File: config.mk
export PLATFORM = sky130hd
export DESIGN_NAME = jk_mod_counter
export DESIGN_NICKNAME = d
export VERILOG_FILES = /design/src/rtl/jk_counter_pkg.sv /design/src/rtl/jk_mod_counter.sv
export SDC_FILE = /design/constraint.sdc
export NUM_CORES = 1
export LEC_CHECK = 0
export BUFFER_PORTS_ARGS = -buffer_cell sky130_fd_sc_hd__buf_4
export CELL_PAD_IN_SITES_DETAIL_PLACEMENT = 1
export CELL_PAD_IN_SITES_GLOBAL_PLACEMENT = 1
export CORE_MARGIN = 2
export CORE_UTILIZATION = 31
export DETAILED_ROUTE_END_ITERATION = 10
export PLACE_DENSITY = 0.79
export SETUP_SLACK_MARGIN = 0.4
export SYNTH_ARGS = -nofsm -noshare
export SYNTH_HDL_FRONTEND = slang
export SYNTH_SLANG_ARGS = --single-unit
File: constraint.sdc
create_clock -name Clk -period 1.6 [get_ports Clk]
set_clock_uncertainty 0.05 [all_clocks]
set_input_delay 0.16 -clock Clk [delete_from_list [all_inputs] [get_ports Clk]]
set_output_delay 0.16 -clock Clk [all_outputs]
set_load 0.01 [all_outputs]
File: src/rtl/jk_counter_pkg.sv
// ============================================================================
// jk_counter_pkg : {J,K} op encodings shared by the JK-style mod-N counters.
// Revision 1.0
// ============================================================================
`default_nettype none

package jk_counter_pkg;

  typedef enum logic [1:0] {
    OP_HOLD = 2'b00,
    OP_CLR  = 2'b01,
    OP_LOAD = 2'b10,
    OP_CNT  = 2'b11
  } op_e;

endpackage : jk_counter_pkg

`default_nettype wire

File: src/rtl/jk_mod_counter.sv
// ============================================================================
// jk_mod_counter : WIDTH-bit mod-MODULUS counter driven by per-cycle {J,K} ops.
// Revision 1.0
// ============================================================================
`default_nettype none

module jk_mod_counter
  import jk_counter_pkg::*;
#(
  parameter int WIDTH   = 4,
  parameter int MODULUS = 10
) (
  input  logic             Clk,
  input  logic             clear,
  input  logic             ce,
  input  logic             J,
  input  logic             K,
  input  logic             up_dn,
  input  logic [WIDTH-1:0] D,
  output logic [WIDTH-1:0] Qout,
  output logic             tc,
  output logic             wrap_flag,
  output logic             load_err
);

  // Top of the count range; fits in WIDTH bits even when MODULUS == 2**WIDTH.
  localparam logic [WIDTH-1:0] TERM_UP = WIDTH'(MODULUS - 1);
  localparam logic [WIDTH-1:0] ONE     = WIDTH'(1);

  op_e              op;
  logic [WIDTH+1:0] nxt;

  // Packs {wrap, load_err, next_q}; comparing against TERM_UP avoids overflow.
  function automatic logic [WIDTH+1:0] next_val(
    input op_e              cur_op,
    input logic [WIDTH-1:0] q,
    input logic [WIDTH-1:0] d,
    input logic             up
  );
    logic [WIDTH-1:0] nq;
    logic             wrap;
    logic             err;
    nq   = q;
    wrap = 1'b0;
    err  = 1'b0;
    case (cur_op)
      OP_HOLD: nq = q;
      OP_CLR:  nq = '0;
      OP_LOAD: begin
        if (d > TERM_UP) begin
          nq  = TERM_UP;
          err = 1'b1;
        end else begin
          nq = d;
        end
      end
      OP_CNT: begin
        if (up) begin
          if (q >= TERM_UP) begin
            nq   = '0;
            wrap = 1'b1;
          end else begin
            nq = q + ONE;
          end
        end else begin
          if (q == '0) begin
            nq   = TERM_UP;
            wrap = 1'b1;
          end else begin
            nq = q - ONE;
          end
        end
      end
      default: nq = q;
    endcase
    return {wrap, err, nq};
  endfunction

  assign op  = op_e'({J, K});
  assign nxt = next_val(op, Qout, D, up_dn);

  assign tc = ce && (op == OP_CNT) && (Qout == (up_dn ? TERM_UP : '0));

  always_ff @(posedge Clk or negedge clear) begin
    if (!clear) begin
      Qout      <= '0;
      wrap_flag <= 1'b0;
      load_err  <= 1'b0;
    end else if (!ce) begin
      load_err <= 1'b0;
    end else begin
      Qout     <= nxt[WIDTH-1:0];
      load_err <= nxt[WIDTH];
      if (op == OP_CLR)
        wrap_flag <= 1'b0;
      else if (nxt[WIDTH+1])
        wrap_flag <= 1'b1;
    end
  end

endmodule : jk_mod_counter

`default_nettype wire

==> results.toml <==
[route]
wirelength_um = 2119
wire_per_inst_um = 19.26
ant_nets = 0
avgViaCountPerCell = 5.964
drt_iter0_drc = 9
drc_errors = 0
dr.pass1.iters = 4
dr_total_vias = 656

[global_route]
grt_pass1_wl_um = 3256
grt_util_all_layers = 0.2209
gr-total-overflow = 0
grt_pass1_vias = 675
antenna_found_initial = 0
grt_max_degree = 10

[setup_path]
start_kind = "flop"
crit_path_max_fanout = 4
worst_setup_path_end_kind = "flop"
rrSetupSlack_ps = -80
crit_type = "flop to flop"
critPathRequiredTime_ps = 1730
worstPathArrival_ps = 1810

[sta]
setup_violations = 3
whs_ps = 115.9
fin_ws_ps = -77.59
hold_viol = 0
max_freq_mhz = 596.1
post-route-min-period_ps = 1678
rsz0062_at_grt = "true"
tightest_slew_ps = 398.3
slew_headroom = 0.7333
setup_tns_ps = -134.6
post-route-period-util = 1.048
slew_violations = 0

[final_layout]
multi_input_area_um2 = 414.1
regArea_um2 = 153.9
fin_cells = 110
n_fill_cell = 187
areaGrowthSynthToFinish_pct = 64.08
finalInstanceArea_um2 = 874.6
insertedDiodeCount = 0
layout-drive-gt1-share = 0.5532
nets = 109

[placed_design]
routabilityCongestion = 0.9315
place_inst = 95
hpwl_um = 1318
dpl-instance-area_um2 = 689.4
port_buffers = 16

[clock_network]
numCtsBuffers = 3
clock_sink_count = 6
ctsRootBufferMaster = "clkbuf_4"
cts_buffer_depth = 2
h-tree-depth = 1
clk-insertion-delay-late_ps = 250
cts_tree = "yes"
clk_pin_slew_ps = 50

[logic_synthesis]
ys.flop_type = "dfrtp_1"
synth-seq-cells = 6
synth-edff-count = 0
syn_area_per_cell_um2 = 8.328
netlist_area_um2 = 533.0
syn_inst = 64
async_flop_share = 1.000
syn-num-nets = 77
yosysSeqAreaShare = 0.2817
ys_types = 29
yosysWarnings = 0

[power]
powerDensity_mw_per_mm2 = 814.7
comb_power_share = 0.517
power.internal_w = 0.0004506
p_seq_frac = 0.278
p_switching_w = 0.0002620
peakVddDrop_mv = 0.4119
leakagePower_nw = 0.3880
switching_share = 0.3677
clock_power_share = 0.206

[outcome]
status = "finished with violations"
violations = "negative setup slack"

[die]
die_w_um = 45.47
design.core.area_mm2 = 0.001559
rows = 14
ios = 17
die_area_mm2 = 0.002067
die_height_um = 45.47
start_util = 0.3419

[worst_hold_path]
hp-class = "input port to flop"

[flow_run]
cap_violations = 0
[area by class of cell]
type                       instances  area share
multi-input combinational         49      0.4735
timing repair buffer              31      0.2775
sequential                         6      0.1760
clock buffer                       3     0.02575
inverter                           5     0.02432
tap                               16     0.02289
[state kept, by name (all words and copies together), names as in the netlist]
register	count
Qout	4
wrap_flag	1
load_err	1
[routing by layer]
layer,share of wire,GRT usage,vias up
met4,0.0047,0.06471,0
met3,0.037,0.03571,2
met5,0,0,-
met1,0.43,0.2699,335
met2,0.53,0.3915,20
li1,-,-,299
[repair_timing]
item / CTS / global route
cloned: 0 / 0
hold buffers: 1 / 0
gates resized for setup: 12 / 7
pin swaps: 2 / 3
hold endpoints to repair: 6 / 0
endpoints found under the setup margin: 8 / 8
setup buffers: 8 / 3
[cell families after synthesis]
group | count (synthesis) | share of synthesized area
flip-flops | 6 | 0.2817
multiplexers | 1 | 0.02816
AO/OA/AOI/OAI | 24 | 0.3075
AND/OR/NAND/NOR | 21 | 0.2277
adder cells (fa/ha/maj) | 3 | 0.07043
buffers and inverters | 9 | 0.08450
[power by group through the flow]
stage	sequential (W)	combinational (W)	clock, W
floorplan	0.000210	0.000132	0
global placement	0.000201	0.000235	0
detailed placement	0.000202	0.000244	0
CTS	0.000194	0.000322	0.000151
global route	0.000199	0.000391	0.000158
finish	0.000198	0.000368	0.000147
[metrics by stage]
| step | power, W | utilization | setup WS (ps) |
|---|---|---|---|
| 2_1_floorplan | 0.0003420 | - | 121.0 |
| 3_3_place_gp | 0.0004359 | 0.4422 | 24.72 |
| 3_5_place_dp | 0.0004454 | 0.4422 | -22.01 |
| 4_1_cts | 0.0006677 | 0.5313 | -19.91 |
| 5_1_grt | 0.0007487 | 0.5610 | -130.5 |
| 6_report | 0.0007125 | 0.5610 | -77.59 |
[path summary, 6_finish.rpt]
check                      cells after the start                     to                  start
hold reg to reg                                1  wrap_flag$_DFFE_PN0P_  wrap_flag$_DFFE_PN0P_
min in group asynchronous                      2    Qout[0]$_DFFE_PN0P_                  clear
setup / recovery                               6    Qout[0]$_DFFE_PN0P_    Qout[0]$_DFFE_PN0P_
hold / removal                                 2     load_err$_DFF_PN0_                      K
max in group asynchronous                      2    Qout[1]$_DFFE_PN0P_                  clear
setup reg to reg                               6    Qout[0]$_DFFE_PN0P_    Qout[0]$_DFFE_PN0P_
[critical path, cell delays in order (launching register included)]
cell and delay [ps]:
dfrtp_2 440, buf_4 160, ha_4 170, nor3b_4 200, o211ai_1 210, a21oi_1 210, o22a_1 170
[layout by cell type (no fill, tap or decap), types with 2 or more instances in the layout]
cell type and n:
dfrtp_2 3, inv_2 2, buf_4 28, o21ai_0 4, inv_1 2, nor3_1 3
a21boi_0 2, o22a_1 4, buf_6 2, ha_4 2, a21oi_1 4, clkbuf_4 3
dfrtp_1 3, nand2_1 6, nand3_1 2
[synth_stat cells (2+ instances only)]
library cell  n  area (um2)
nor2_1        2       7.510
o21ai_0       4       20.02
buf_2         2       10.01
inv_1         5       18.77
a21boi_0      3       22.52
nor3_1        3       15.01
nand2_1       6       22.52
o22a_1        4       35.03
ha_1          3       37.54
nand3_1       4       20.02
a21oi_1       5       25.02
dfrtp_1       6       150.1
No activity file was read; power rests on OpenSTA's default activity.
